### src/rtl/sm4_pkg.sv
// Shared encodings for the SM4 command sequencer: command opcodes,
// key-schedule directions and the sequencer FSM state enum.
package sm4_pkg;

    localparam logic [1:0] OP_LOAD_KEY = 2'b00;
    localparam logic [1:0] OP_ENC      = 2'b01;
    localparam logic [1:0] OP_DEC      = 2'b10;
    localparam logic [1:0] OP_RSVD     = 2'b11;

    localparam logic DIR_ENC = 1'b0;
    localparam logic DIR_DEC = 1'b1;

    typedef enum logic [2:0] {
        ST_IDLE      = 3'd0,
        ST_KEY_ISSUE = 3'd1,
        ST_KEY_WAIT  = 3'd2,
        ST_BLK_ISSUE = 3'd3,
        ST_BLK_WAIT  = 3'd4,
        ST_RESP      = 3'd5,
        ST_FLUSH     = 3'd6
    } state_e;

    // Key-schedule direction a block command needs (DECRYPT -> dec schedule).
    function automatic logic op_dir(input logic [1:0] op);
        return (op == OP_DEC) ? DIR_DEC : DIR_ENC;
    endfunction

endpackage

### src/rtl/sm4_cmd_sched.sv
// SM4 command sequencer: takes LOAD_KEY / ENCRYPT / DECRYPT commands, drives
// the SM4 core key-expansion and block handshakes, returns one response per
// command. Caches the key and the direction of the expanded schedule and
// re-expands automatically when a block needs the other direction.
//
// Optional build macro: SM4_CMD_SCHED_WDOG_EN adds a watchdog that aborts a
// stuck KEY_WAIT/BLK_WAIT after TIMEOUT_CYCLES cycles via a FLUSH state.
//
// Handshakes: a command transfers on a cycle where cmd_valid_in and
// cmd_ready_out are both 1; a response transfers on a cycle where
// rsp_valid_out and rsp_ready_in are both 1. Once rsp_valid_out rises, the
// response data and error stay stable until that transfer happens.
// fsm_state_out exposes the FSM state (sm4_pkg::state_e encoding).
module sm4_cmd_sched
    import sm4_pkg::*;
#(
    parameter int TIMEOUT_CYCLES = 1024,
    parameter int TO_W           = $clog2(TIMEOUT_CYCLES + 1)
) (
    input  logic         clk,
    input  logic         reset_n,
    input  logic         cmd_valid_in,
    output logic         cmd_ready_out,
    input  logic [1:0]   cmd_op_in,
    input  logic [127:0] cmd_data_in,
    output logic         rsp_valid_out,
    input  logic         rsp_ready_in,
    output logic [127:0] rsp_data_out,
    output logic         rsp_err_out,
    output logic         key_loaded_out,
    output logic         busy_out,
    output logic         sm4_enable_out,
    output logic         encdec_sel_out,
    output logic         enable_key_exp_out,
    output logic         user_key_valid_out,
    output logic [127:0] user_key_out,
    input  logic         key_exp_ready_in,
    output logic         encdec_enable_out,
    output logic         valid_out,
    output logic [127:0] data_out,
    input  logic         ready_in,
    input  logic [127:0] result_in,
    output logic [2:0]   fsm_state_out
);

    state_e       state, state_next;
    logic         out_en;      // 0 while in reset, 1 afterwards
    logic [127:0] key_reg;
    logic         key_loaded;
    logic         key_mode;    // direction of the currently expanded schedule
    logic         tgt_sel;     // direction being expanded in KEY states
    logic         pend_load;   // current command is LOAD_KEY
    logic [127:0] blk_reg;
    logic [127:0] rsp_data;
    logic         rsp_err;
    logic         wait_first;  // first cycle of a WAIT state: core ready is stale
    logic         cmd_accept;
    logic         key_done;
    logic         blk_done;
    logic         wd_hit;

    assign cmd_accept = cmd_valid_in && cmd_ready_out;
    assign key_done   = (state == ST_KEY_WAIT) && !wait_first && key_exp_ready_in;
    assign blk_done   = (state == ST_BLK_WAIT) && !wait_first && ready_in;

`ifdef SM4_CMD_SCHED_WDOG_EN
    logic [TO_W-1:0] wd_cnt;

    // The last permitted wait cycle is the one where the count shows
    // TIMEOUT_CYCLES-1; the counter itself reaches TIMEOUT_CYCLES there.
    assign wd_hit = ((state == ST_KEY_WAIT) || (state == ST_BLK_WAIT)) &&
                    (wd_cnt == TO_W'(TIMEOUT_CYCLES - 1));

    // Watchdog: cleared while issuing, counts every cycle spent waiting.
    always_ff @(posedge clk or negedge reset_n) begin
        if (!reset_n) begin
            wd_cnt <= '0;
        end else if ((state == ST_KEY_ISSUE) || (state == ST_BLK_ISSUE)) begin
            wd_cnt <= '0;
        end else if ((state == ST_KEY_WAIT) || (state == ST_BLK_WAIT)) begin
            wd_cnt <= wd_cnt + 1'b1;
        end
    end
`else
    logic [TO_W-1:0] unused_wd;

    assign wd_hit    = 1'b0;
    assign unused_wd = '0;
`endif

    // State register.
    always_ff @(posedge clk or negedge reset_n) begin
        if (!reset_n) state <= ST_IDLE;
        else          state <= state_next;
    end

    // Next-state logic; a completed wait wins over a same-cycle timeout.
    always_comb begin
        state_next = state;
        case (state)
            ST_IDLE: begin
                if (cmd_accept) begin
                    if (cmd_op_in == OP_LOAD_KEY)                    state_next = ST_KEY_ISSUE;
                    else if ((cmd_op_in == OP_RSVD) || !key_loaded) state_next = ST_RESP;
                    else if (key_mode == op_dir(cmd_op_in))         state_next = ST_BLK_ISSUE;
                    else                                            state_next = ST_KEY_ISSUE;
                end
            end
            ST_KEY_ISSUE: state_next = ST_KEY_WAIT;
            ST_KEY_WAIT: begin
                if (key_done)    state_next = pend_load ? ST_RESP : ST_BLK_ISSUE;
                else if (wd_hit) state_next = ST_FLUSH;
            end
            ST_BLK_ISSUE: state_next = ST_BLK_WAIT;
            ST_BLK_WAIT: begin
                if (blk_done)    state_next = ST_RESP;
                else if (wd_hit) state_next = ST_FLUSH;
            end
            ST_RESP:  if (rsp_ready_in) state_next = ST_IDLE;
            ST_FLUSH: state_next = ST_RESP;
            default:  state_next = ST_IDLE;
        endcase
    end

    // Command latch, key cache and response registers.
    always_ff @(posedge clk or negedge reset_n) begin
        if (!reset_n) begin
            out_en     <= 1'b0;
            key_reg    <= '0;
            key_loaded <= 1'b0;
            key_mode   <= DIR_ENC;
            tgt_sel    <= DIR_ENC;
            pend_load  <= 1'b0;
            blk_reg    <= '0;
            rsp_data   <= '0;
            rsp_err    <= 1'b0;
            wait_first <= 1'b0;
        end else begin
            out_en     <= 1'b1;
            wait_first <= (state == ST_KEY_ISSUE) || (state == ST_BLK_ISSUE);
            case (state)
                ST_IDLE: begin
                    if (cmd_accept) begin
                        pend_load <= (cmd_op_in == OP_LOAD_KEY);
                        blk_reg   <= cmd_data_in;
                        if (cmd_op_in == OP_LOAD_KEY) begin
                            key_reg    <= cmd_data_in;
                            key_loaded <= 1'b0;
                            tgt_sel    <= DIR_ENC;
                        end else if ((cmd_op_in == OP_RSVD) || !key_loaded) begin
                            rsp_err  <= 1'b1;
                            rsp_data <= '0;
                        end else begin
                            tgt_sel <= op_dir(cmd_op_in);
                        end
                    end
                end
                ST_KEY_WAIT: begin
                    if (key_done) begin
                        key_loaded <= 1'b1;
                        key_mode   <= tgt_sel;
                        rsp_err    <= 1'b0;
                        rsp_data   <= '0;
                    end
                end
                ST_BLK_WAIT: begin
                    if (blk_done) begin
                        rsp_data <= result_in;
                        rsp_err  <= 1'b0;
                    end
                end
                ST_FLUSH: begin
                    key_loaded <= 1'b0;
                    rsp_err    <= 1'b1;
                    rsp_data   <= '0;
                end
                default: ;
            endcase
        end
    end

    // Core-side strobes and command/response flags decoded from the state.
    always_comb begin
        cmd_ready_out      = out_en && (state == ST_IDLE);
        rsp_valid_out      = (state == ST_RESP);
        busy_out           = (state != ST_IDLE);
        sm4_enable_out     = out_en && (state != ST_FLUSH);
        enable_key_exp_out = (state == ST_KEY_ISSUE) || (state == ST_KEY_WAIT);
        user_key_valid_out = (state == ST_KEY_ISSUE);
        encdec_enable_out  = (state == ST_BLK_ISSUE) || (state == ST_BLK_WAIT);
        valid_out          = (state == ST_BLK_ISSUE);
        data_out           = (state == ST_BLK_ISSUE) ? blk_reg : '0;
        encdec_sel_out     = enable_key_exp_out ? tgt_sel : key_mode;
    end

    assign rsp_data_out   = rsp_data;
    assign rsp_err_out    = rsp_err;
    assign key_loaded_out = key_loaded;
    assign user_key_out   = key_reg;
    assign fsm_state_out  = state;

endmodule

### config.mk
export PLATFORM = sky130hd
export DESIGN_NAME = sm4_cmd_sched
export DESIGN_NICKNAME = d
export VERILOG_FILES = /design/src/rtl/sm4_pkg.sv /design/src/rtl/sm4_cmd_sched.sv
export SDC_FILE = /design/constraint.sdc
export NUM_CORES = 1
export LEC_CHECK = 0
export BUFFER_PORTS_ARGS = -buffer_cell sky130_fd_sc_hd__buf_2
export CAP_MARGIN = 20
export CORE_AREA = 8 8 252 254
export DETAILED_ROUTE_END_ITERATION = 10
export DIE_AREA = 0 0 260 262
export GPL_TIMING_DRIVEN = 0
export PLACE_DENSITY_LB_ADDON = 0.2
export REMOVE_ABC_BUFFERS = 1
export SLEW_MARGIN = 20
export SYNTH_ARGS = -nofsm -noshare
export SYNTH_HDL_FRONTEND = slang
export SYNTH_SLANG_ARGS = --single-unit
export TNS_END_PERCENT = 20
### constraint.sdc
create_clock -name clk -period 2.2 [get_ports clk]
set_clock_uncertainty 0.1 [all_clocks]
set_input_delay 0.11 -clock clk [delete_from_list [all_inputs] [get_ports clk]]
set_output_delay 0.11 -clock clk [all_outputs]
set_load 0.005 [all_outputs]
==> results.md, run 1 <==
STA:
- Final hold analysis gives a worst-case slack of between 0.03 and 0.04 ns.
- The worst path in the final design needs a cycle of approximately 2.3 ns, including I/O delays and setup.
- The final critical-path share of the clock period is 105%.
- The number of setup violations in the final report is ~110.
- For the pin with the worst max-slew slack, the measured transition is a little over 0.7 ns.
- The total count of hold-check failures in the final report is 0.
- Setup repair after global routing could not meet its margin everywhere.
- The worst pin sits at a relative slew slack of between 50% and 60%.
- The total count of max-transition violations in the final report is 0.
- The final critical-path setup slack is -0.109 ns.
- The top achievable clock speed is between 0.4 and 0.5 GHz.

GRT:
- The via count of the first global-routing pass is ~15000.
- The total congestion overflow is 0.
- Global routing used about a fifth of the available tracks.
- Entering global routing, the biggest net connects 90 pins.
- The number of antenna violations at the first check in global routing is 9.
- The first global-routing pass estimated 98700 um of wire.

Placement:
- The detailed placer's ending HPWL is roughly 45000 um.
- After detailed placement, the design holds a cell count of ~2700.
- Once placement finished, the instance area stood at approximately 20000 sq um.
- Routability-driven placement finished with a final weighted congestion of 0.771.
- The count of buffers from port buffering is about 660.

Detailed routing:
- The first TritonRoute pass finished after 4 iterations.
- After detailed routing, the wire length on met1 is ~27000 um.
- The top routing layer in use is met5.
- The final wirelength is between 60000 and 70000 um.
- The number of nets with antenna violations after detailed routing is 0.
- The routed layout has approximately 14000 vias.
- The first routing iteration left between 600 and 700 violations.
- Dividing the detail-routed wire length by the instance count gives roughly 22 um.
- The detailed-routed wire length on met2 is between 30000 and 40000 um.
- For this run, design rule violations remaining after detail routing come to 0.
- In the routed layout, each cell is associated on average with a via count of about 4.6.
- After detailed routing, the met3 layer carries between 5000 and 6000 um of wire.

Critical path:
- The largest driver fanout on the critical path is 5.
- STA puts the critical path data required time at 2.54 ns.
- The kind of start point of the critical path is a register.
- The worst setup path is captured at a register.
- The startpoint identified for the worst register-to-register timing path is fsm_state_out[1].
- The destination of the worst register-to-register timing path is user_key_out[65].
- For the worst flop-to-flop path, the logic depth is 8.
- The stage delay of the slowest cell on the critical path is just under 0.5 ns.
- The signal on the critical path passes through buf_12 -> nor3_4 -> nand3_4 -> or3_4 -> buf_16 -> buf_12 -> buf_16 -> mux2_4.
- The slowest stage of the critical path is the dfrtp_4 cell.
- In this run the register-to-register setup slack is -0.11 ns.
- The critical path is of the register to register type.
- The data arrival at the endpoint of the critical path is 2.65 ns.

Clock network:
- Clock tree synthesis inserted a total of between 40 and 50 buffers.
- The clock network latency to the later pin of the worst-skew pair is ~0.57 ns.
- TritonCTS built the clock tree.
- The number of buffers on the longest clock path is 3.
- The level count of the clock H-tree is 2.
- The clock edge transition at the registers on the reported setup and hold paths is about 0.060 ns.
- CTS placed an instance of clkbuf_16 at the clock tree root.
- The number of clock sinks is just under 400.

Floorplanning:
- The count of standard-cell rows is 90.
- The full die area is slightly below 70000 sq um.
- During I/O placement, the number of pins put on the boundary was 662.
- The die span in y is about 260 um.
- The floorplan step set the die width to 260 um.
- The initial cell density of the core is between 20% and 30%.
- The core area is just under 60000 sq um.

Synthesis:
- Of all cell types, the one taking the most synthesized area is dfrtp_1.
- The distinct cell type count of the synthesized netlist is 38.
- The sequential share of the synthesized area is slightly above 60%.
- After synthesis, the most frequently instantiated cells are dfrtp_1, nand2_1, and3_1.
- The async set or reset register ratio after synthesis is 100%.
- Yosys attributes the largest share of cell area to dfrtp_1, nand2_1, a22o_1.
- The Yosys warning count is 0.
- The share of synthesized area in the top cell type comes to between 60 and 70%.
- Synthesis inferred 394 register bits.
- Yosys mapped a number of flops with a built-in enable equal to 0.
- The synthesized instance count is 1333.
- The average footprint of a synthesized cell is roughly 12 sq um.
- The netlist area before placement is approximately 16000 sq um.
- The most common cell in the netlist is dfrtp_1.
- In the synthesized netlist the dominant register cell turns out to be dfrtp_1.

Run status:
- The final reports fail on negative setup slack.
- The flow ran to the end, but the final reports show violations.

Cells and area:
- The storage element area is ~9900 sq um.
- The post-layout instance count excluding filler cells is 3137.
- The final instance area is 25900 sq um.
- The utilization after layout is 43.5%.
- The final layout net count is 2582.
- The area of combinational cells with multiple inputs is 5640 sq um.
- Cells with a size suffix above 1 make up between 40% and 50% of the layout.
- The layout has 5612 filler cells.
- The area growth from synthesis to layout is 63.8%.

Hold path:
- The min-delay analysis places its worst path in the category input pin to async pin.

Power:
- In this run the static leakage power is between 10 and 15 nW.
- The worst supply voltage drop on vdd is 0.691 mV.
- The completed layout was analyzed and its total power is between 30 and 40 mW.
- The ratio of total power to cell area is between 1000 and 1500 nW/um^2.

Flow run:
- The tool flagged a number of max-cap violations equal to 0.
## worst max path at each step
stage | from | end | cells past startpoint
global route | fsm_state_out[1] | encdec_sel_out | 8
CTS | fsm_state_out[1] | user_key_out[95] | 8
detailed placement | fsm_state_out[1] | user_key_out[65] | 7
global placement | fsm_state_out[1] | user_key_out[5] | 4
floorplan | fsm_state_out[1] | user_key_out[0] | 4
finish | fsm_state_out[1] | user_key_out[65] | 8
## power breakdown
part,internal [mW],switching [mW],total (mW)
clock network,4.42,3.10,7.52
logic,6.18,5.83,12.0
registers,10.2,1.63,11.8
total,20.8,10.6,31.4
## kinds of logic after synthesis
logic type / after synthesis / share of synthesized area (%)
AND/OR/NAND/NOR: 551 / 15.6
XOR/XNOR: 1 / 0.0554
other: 1 / 0.0237
buffers and inverters: 107 / 3.05
flip-flops: 394 / 62.3
AO/OA/AOI/OAI: 149 / 8.08
multiplexers: 130 / 10.9
## per-stage QoR
step | TNS, ns | setup slack [ns]
6_report | -6.30 | -0.109
5_1_grt | -16.08 | -0.156
4_1_cts | -16.72 | -0.141
3_5_place_dp | -285.17 | -1.35
3_3_place_gp | -6704.02 | -9.86
2_1_floorplan | -1577.91 | -4.22
## layer usage
metal	vias up	global-route usage, %
met2	588	32.1
met3	111	4.96
met1	7255	22.8
met4	2	5.41
li1	6527	-
met5	-	0
## area by class of cell
cell class,count,area share (%)
clock inverters,8,0.333
well taps,782,3.78
diodes,6,0.0579
flip-flops and latches,394,38.1
inverters,4,0.0579
clock buffers,72,5.33
multi-input cells,835,21.8
repair buffers,1036,30.6
## layout by cell type (no fill, tap or decap), types with 3 or more instances in the layout
| cell | n |
|---|---|
| a21oi_1 | 3 |
| a22o_1 | 128 |
| and3_1 | 125 |
| and3_4 | 5 |
| buf_12 | 17 |
| buf_16 | 29 |
| buf_2 | 647 |
| buf_4 | 51 |
| buf_6 | 12 |
| bufbuf_16 | 4 |
| clkbuf_1 | 15 |
| clkbuf_16 | 57 |
| clkbuf_8 | 9 |
| clkinv_2 | 3 |
| dfrtp_1 | 390 |
| diode_2 | 6 |
| dlygate4sd3_1 | 265 |
| inv_1 | 4 |
| mux2_2 | 61 |
| mux2_4 | 69 |
| nand2_1 | 391 |
| nand2b_1 | 3 |
| nor2_1 | 3 |
| nor2b_1 | 4 |
## worst max-delay path: cells and delay by family, from the launching register on
family	cells	cell delay [ns]
multiplexers	1	0.29
buffers and inverters	4	0.61
AND/OR/NAND/NOR	3	0.66
flip-flops	1	0.49
## what timing repair did
item                                    CTS  global route
gates resized for setup                  35            36
setup buffers                            36            22
endpoints found under the setup margin  526           373
hold endpoints to repair                507             0
pin swaps                                10            38
gates cloned                             18             9
hold buffers                            265             0
Power figures use the tool's default switching activity.
==> run 2: changes to the inputs <==
--- a/config.mk
+++ b/config.mk
@@ -7,9 +7,9 @@
 export LEC_CHECK = 0
 export BUFFER_PORTS_ARGS = -buffer_cell sky130_fd_sc_hd__buf_2
 export CAP_MARGIN = 20
-export CORE_AREA = 8 8 252 254
+export CORE_AREA = 8 8 253 255
 export DETAILED_ROUTE_END_ITERATION = 10
-export DIE_AREA = 0 0 260 262
+export DIE_AREA = 0 0 261 263
 export GPL_TIMING_DRIVEN = 0
 export PLACE_DENSITY_LB_ADDON = 0.2
 export REMOVE_ABC_BUFFERS = 1
==> run 2 against run 1 <==
Compared with the run above: the flow still finishes with violations (negative setup slack); clock power up 4.9%; die area increased by 0.77%; combinational power about the same; register-to-register slack better by 0.06 ns; sequential share of layout area is 0.057 points higher; count of clock-buffer cells in the layout is 3 lower; sequential power is essentially flat; utilization fell by 0.31 points; final cell count is 0.96% lower; critical path depth decreased by 1; critical endpoint is now user_key_out[103]; largest power group unchanged.
==> results.md, run 2 (synthesis gave the netlist of run 1 again) <==
Detailed routing:
- The per-cell routed wire length is 21.5 um (-0.29%).
- The number of nets with antenna violations after detailed routing is 0 (unchanged).
- The number of detailed-routing iterations run before antenna repair was 5 (+1).
- The via count came to 14200 (-2.2%).
- The DRC violation count after routing is 0 (unchanged).
- The final wirelength is 66800 um (-1.2%).
- The number of DRC violations after detailed-routing iteration 0 was 737 (+19%).
- The vias per cell is 4.56 (-1.3%).

Floorplanning:
- The die span in y is 263 um (+0.38%).
- The core area is 59900 sq um (+0.57%).
- The full die area was 68600 sq um (+0.77%).
- The initial cell density of the core came to 26.4% (-0.15 points).
- The number of primary I/O pins was 662 (unchanged).
- The x dimension of the die was 261 um (+0.38%).
- The count of standard-cell rows is 90 (unchanged).

Critical path:
- The stage delay of the slowest cell on the critical path was 0.49 ns (about the same).
- The largest driver fanout on the critical path is 9 (+4).
- The data arrival at the endpoint of the critical path came to 2.58 ns (-0.07 ns).
- The worst setup path is of the register to register kind.
- The cell at the slowest stage of the critical path is dfrtp_4.
- The worst setup path is launched from a register.
- The signal on the critical path passes through buf_6 -> nor3_4 -> nand3_4 -> or3_4 -> buf_16 -> clkbuf_16 -> mux2_4.
- The endpoint type of the worst setup path is a register.
- The endpoint required time on the critical path is 2.54 ns (about the same).
- The slack of the worst reg-to-reg path is -0.05 ns (+0.06 ns).

GRT:
- The number of antenna violations at the first check in global routing is 8 (-1).
- The total congestion overflow came to 0 (unchanged).
- The via count of the first global-routing pass is 15500 (+1.0%).
- The first-pass GRT wire length was 98300 um (-0.36%).
- The global routing usage summed across all routing layers came to 18.4% (-0.25 points).
- The pin count of the biggest net entering global routing is 90 (unchanged).

Cells and area:
- The final layout net count was 2554 (-1.1%).
- In the layout the commonest cells are buf_2, nand2_1, dfrtp_1.
- The most frequent standard cell in the layout excluding fill and tap cells is buf_2.
- The final instance area is 25900 sq um (-0.15%).
- The count of fill cells added during filler insertion came to 5573 (-0.69%).
- The synthesis-to-layout area growth is 63.6%.
- The storage element area was 9870 sq um (unchanged).
- The area of combinational cells with multiple inputs came to 5840 sq um (+3.5%).
- The share of post-route cells with drive strength above 1 is 42.1% (-0.26 points).

STA:
- The total count of hold-check failures in the final report is 0 (unchanged).
- The final critical-path share of the clock period is 102% (-2.9 points).
- The number of setup violations in the final report was 70 (-38%).
- The top achievable clock speed is 0.445 GHz (+2.8%).
- The hold slack came to 0.149 ns (+0.112 ns).
- The worst relative slew slack is 63.1% (+12 points).
- The final critical-path setup slack was -0.0460 ns (+0.0630 ns).
- The transition time of the tightest slew-check pin is 0.553 ns (-0.175 ns).
- Setup repair after global routing could not meet its margin everywhere.
- The total count of max-transition violations in the final report was 0 (unchanged).
- The time the final worst path needs with I/O delays and setup is 2.25 ns (-0.0630 ns).

Clock network:
- The number of buffers on the longest clock path came to 3 (unchanged).
- The level count of the clock H-tree is 2 (unchanged).
- The clock network latency to the later pin of the worst-skew pair is 0.57 ns (about the same).
- The clock edge transition at the registers on the reported setup and hold paths is 0.06 ns (about the same).
- The CTS tree is done.
- The number of clock sinks came to 394 (unchanged).
- In this run the clock root is driven by a clkbuf_16.
- The number of clock buffers inserted by TritonCTS came to 46 (-2.1%).

Placement:
- The final RePlAce weighted congestion came to 0.787 (+2.0%).
- The post-place setup slack is -1.32 ns (+0.0334 ns).
- The count of buffers from port buffering came to 661 (unchanged).
- The standard cell area after detailed placement is 20300 sq um (-0.25%).
- The detailed placer's ending HPWL is 44200 um (-1.3%).

Power:
- The leakage power is 14.3 nW (-0.55%).
- The combinational group share of total power was 37.7% (-0.6 points).
- The worst supply voltage drop on vdd was 0.568 mV (-18%).
- The total power was 31.7 mW (+1.0%).
- The fraction of power consumed by the clock network is 24.9% (+0.9 points).
- The proportion of power drawn by flip-flops and latches was 37.4% (-0.3 points).
- The switching portion of total power is 33.3% (-0.30 points).
- The ratio of total power to cell area is 1220 nW/um^2 (+1.2%).
- The cell internal power dissipation is 21.1 mW (+1.5%).
- The power spent charging and discharging nets is 10.6 mW (+0.13%).

Run status:
- The final reports fail on negative setup slack.
- The flow ran to the end, but the final reports show violations.

Hold path:
- The path class of the tightest hold or removal check is input pin to register.

Flow run:
- The number of max-capacitance violations reported is 0 (unchanged).
==> run 2: metrics by stage <==
step | util, % | cells | setup TNS, ns
final | 43.2 | 3107 | -1.37
after global routing | 43.2 | 3105 | -10.34
after CTS | 42.7 | 3090 | -5.52
after detailed placement | 33.9 | 2700 | -217.39
after global placement | 32.8 | 2673 | -6589.21
after floorplan | - | 1230 | -1577.91
==> run 2: layer usage <==
metal  up-vias  global-route usage [%]  share of wire (%)
met2       554                    31.4                 49
met4         6                    6.45                3.5
met3       111                    5.14                7.6
met5         -                       0              0.060
li1       6481                       -                  -
met1      7007                    22.0                 40
==> run 2: final timing paths <==
kind / endpoint / cells past startpoint / from
worst min-delay path: fsm_state_out[2] / 4 / ready_in
worst min register to register: blk_reg[40] / 2 / blk_reg[40]
worst max-delay path: user_key_out[103] / 7 / fsm_state_out[0]
max in group asynchronous: blk_reg[28] / 5 / reset_n
worst max register to register: user_key_out[103] / 7 / fsm_state_out[0]
min in group asynchronous: rsp_data_out[100] / 3 / reset_n
==> run 2: final cells by class <==
| class | instances | share of cell area, % |
|---|---|---|
| timing repair buffer | 1009 | 29.5 |
| tap | 782 | 3.78 |
| clock buffer | 69 | 5.21 |
| multi-input combinational | 835 | 22.6 |
| sequential | 394 | 38.1 |
| antenna | 4 | 0.0387 |
| clock inverter | 10 | 0.706 |
| inverter | 4 | 0.0580 |
==> run 2: power groups by stage <==
stage                     Clock (mW)  Sequential [mW]  Combinational, mW
after floorplan                    0             12.3               4.37
after global placement             0             12.0               8.03
after detailed placement           0             11.9               9.80
after CTS                       8.14             11.8               11.4
after global routing            8.41             12.2               13.0
final                           7.89             11.9               12.0
==> run 2: timing repair <==
item,in CTS,in global routing
gates cloned,15,7
hold buffers,265,0
pin swaps,21,6
endpoints found under the hold margin,613,0
gates resized for setup,109,23
setup endpoints to repair,494,503
buffers inserted,31,7
==> run 2: critical path: cells and delay by family, from the launching register on <==
family	cells	cell delay (ns)
simple gates	3	0.69
mux	1	0.29
flops	1	0.49
buf+inv	3	0.51
==> run 3: changes to the inputs <==
--- a/config.mk
+++ b/config.mk
@@ -17,4 +17,4 @@
 export SYNTH_ARGS = -nofsm -noshare
 export SYNTH_HDL_FRONTEND = slang
 export SYNTH_SLANG_ARGS = --single-unit
-export TNS_END_PERCENT = 20
+export TNS_END_PERCENT = 50
==> run 3 against run 2 <==
Compared with the run above: the flow still finishes with violations (negative setup slack); worst hold slack better by 0.0085 ns; non-clock buffer count rose by 13; die area stayed put; critical endpoint is now user_key_out[86]; largest power group unchanged; critical path depth stayed put; critical path type unchanged; fmax down 0.48%; first-iteration DRC count fell by 8.5%; utilization grew 0.96 points; sequential cell count unchanged; sequential share of layout area down 0.83 points.
==> results.md, run 3 (synthesis gave the netlist of run 1 again) <==
Cells and area:
- The final layout net count was 2568 (+0.55%).
- The share of post-route cells with drive strength above 1 is 43.4% (+1.3 points).
- The library cell used most frequently in the layout, excluding fill and tap cells, is buf_2.
- The count of fill cells added during filler insertion was 5523 (-0.90%).
- The library cells used most frequently in the layout, excluding fill and tap cells, are buf_2, nand2_1, dfrtp_1.
- The final instance area was 26500 sq um (+2.2%).
- Relative to the synthesized area, the layout overhead comes to 67.2%.

Detailed routing:
- The number of detailed-routing iterations run before antenna repair is 5 (unchanged).
- The per-cell routed wire length is 22.0 um (+2.4%).
- The vias per cell was 4.57 (+0.23%).
- The number of nets with antenna violations after detailed routing was 0 (unchanged).
- The via count is 14300 (+0.69%).
- The DRC violation count after routing is 0 (unchanged).
- The final wirelength is 68700 um (+2.9%).
- The number of DRC violations after detailed-routing iteration 0 is 674 (-8.5%).

Critical path:
- The setup path with the least slack is of type register to register.
- The endpoint type of the worst setup path is a register.
- The largest driver fanout on the critical path is 7 (-2).
- The data arrival at the endpoint of the critical path is 2.60 ns (+0.02 ns).
- The endpoint required time on the critical path came to 2.55 ns (about the same).
- STA classifies the critical path startpoint as a register.

Clock network:
- The number of clock buffers inserted by TritonCTS is 46 (unchanged).
- The level count of the clock H-tree is 2 (unchanged).
- The number of clock sinks is 394 (unchanged).
- The CTS root buffer is clkbuf_16.
- The number of buffers on the longest clock path is 3 (unchanged).
- The clock network latency to the later pin of the worst-skew pair came to 0.57 ns (about the same).
- The clock edge transition at the registers on the reported setup and hold paths is 0.06 ns (about the same).
- TritonCTS built the clock tree.

Power:
- The leakage power is 14.4 nW (+0.80%).
- The worst supply voltage drop on vdd was 0.570 mV (+0.28%).
- The proportion of power drawn by flip-flops and latches is 36.3% (-1.1 points).
- The fraction of power consumed by the clock network is 24.1% (-0.8 points).
- The switching portion of total power is 33.6% (+0.22 points).
- The cell internal power dissipation is 21.7 mW (+2.9%).
- The power spent charging and discharging nets is 11.0 mW (+3.9%).
- The ratio of total power to cell area is 1240 nW/um^2 (+1.0%).
- The combinational group share of total power came to 39.6% (+1.9 points).

Floorplanning:
- The initial cell density of the core was 26.4% (unchanged).
- The number of primary I/O pins is 662 (unchanged).
- The count of standard-cell rows is 90 (unchanged).
- The core area came to 59900 sq um (unchanged).
- The die span in y is 263 um (unchanged).
- The x dimension of the die is 261 um (unchanged).
- The full die area is 68600 sq um (unchanged).

Flow run:
- The number of max-capacitance violations reported was 0 (unchanged).

STA:
- The total count of hold-check failures in the final report is 0 (unchanged).
- The worst relative slew slack is 62.9% (-0.19 points).
- Setup repair after global routing could not meet its margin everywhere.
- The time the final worst path needs with I/O delays and setup is 2.26 ns (+0.0109 ns).
- The total count of max-transition violations in the final report is 0 (unchanged).
- The number of setup violations in the final report came to 116 (+66%).
- The final critical-path setup slack is -0.0569 ns (-0.0109 ns).
- The top achievable clock speed is 0.443 GHz (-0.48%).
- The final critical-path share of the clock period is 103% (+0.50 points).
- The transition time of the tightest slew-check pin is 0.557 ns (+0.00350 ns).
- The hold slack is 0.158 ns (+0.00850 ns).

GRT:
- The total congestion overflow is 0 (unchanged).
- The global routing usage summed across all routing layers is 18.7% (+0.32 points).
- The met2 demand-to-capacity share in global routing is 32.0% (+0.65 points).
- The number of antenna violations at the first check in global routing is 8 (unchanged).
- The met1 capacity usage during global routing came to 22.3% (+0.24 points).
- The first-pass GRT wire length is 99600 um (+1.3%).
- The met3 track demand over resource in global routing is 5.10% (-0.038 points).
- After global routing, the most crowded layer is met2.
- The via count of the first global-routing pass came to 15600 (+0.76%).
- The pin count of the biggest net entering global routing is 90 (unchanged).

Placement:
- The standard cell area after detailed placement was 20300 sq um (unchanged).
- The detailed placer's ending HPWL is 44200 um (unchanged).
- The count of buffers from port buffering is 661 (unchanged).
- The final RePlAce weighted congestion is 0.787 (unchanged).

Run status:
- The flow ran to the end, but the final reports show violations.
- The checks that failed: negative setup slack.

Hold path:
- The worst hold path belongs to the class input pin to register.
run 3: changes by cell type in the layout (fill, tap and decap cells not counted), moves of 5 or more:
cell	change
and3_1	-22
buf_6	+31
buf_16	+5
and3_4	+22
buf_2	-26
run 3: timing repair:
action                                  CTS  global route
resized for setup                       135            66
endpoints found under the setup margin  494           514
pin swaps                                19            39
endpoints found under the hold margin   613             0
buffers inserted                         34             7
hold buffers                            265             0
cloned                                   20            13
run 3: path summary, 6_finish.rpt:
kind / start / cells after the start / slack, ns / end
min in group asynchronous: reset_n / 3 / 0.50 / rsp_data_out[100]
hold reg to reg: blk_reg[40] / 2 / 0.37 / blk_reg[40]
setup / recovery: fsm_state_out[0] / 7 / -0.06 / user_key_out[86]
max in group asynchronous: reset_n / 5 / 0.20 / blk_reg[28]
setup reg to reg: fsm_state_out[0] / 7 / -0.06 / user_key_out[86]
hold / removal: ready_in / 4 / 0.16 / fsm_state_out[2]
run 3: final cells by class:
type                       count  area, sq um  area share [%]
clock buffer                  69         1350            5.10
antenna                        4         10.0          0.0378
multi-input combinational    836         5970            22.6
tap                          782          978            3.70
inverter                       4         15.0          0.0568
sequential                   394         9870            37.3
clock inverter                10          183           0.691
timing repair buffer        1022         8080            30.5
run 3: per-stage QoR:
stage	utilization [%]	cells	setup TNS, ns	setup WS (ns)	power, mW
floorplan	-	1230	-1577.91	-4.22	16.7
global placement	32.8	2673	-6589.21	-9.72	20.1
detailed placement	33.9	2700	-217.39	-1.32	21.7
CTS	43.2	3098	-6.06	-0.0926	31.8
global route	44.1	3119	-14.67	-0.118	34.6
finish	44.2	3121	-2.26	-0.0569	32.7
run 3: power by group through the flow:
| stage | combinational, mW | clock, mW | sequential, mW |
|---|---|---|---|
| 2_1_floorplan | 4.37 | 0 | 12.3 |
| 3_3_place_gp | 8.03 | 0 | 12.0 |
| 3_5_place_dp | 9.80 | 0 | 11.9 |
| 4_1_cts | 11.9 | 8.14 | 11.8 |
| 5_1_grt | 14.0 | 8.41 | 12.2 |
| 6_report | 13.0 | 7.90 | 11.9 |
run 3: critical path, stage by stage, from the launching register on:
cell	delay, ns
dfrtp_4	0.49
buf_6	0.13
nor3_4	0.21
nand3_4	0.10
or3_4	0.42
clkbuf_16	0.22
buf_16	0.16
mux2_4	0.30
run 3: layer usage:
| metal | vias up | share of wire [%] |
|---|---|---|
| li1 | 6509 | - |
| met1 | 7061 | 39 |
| met2 | 559 | 49 |
| met3 | 121 | 7.4 |
| met4 | 6 | 3.6 |
| met5 | - | 0.058 |
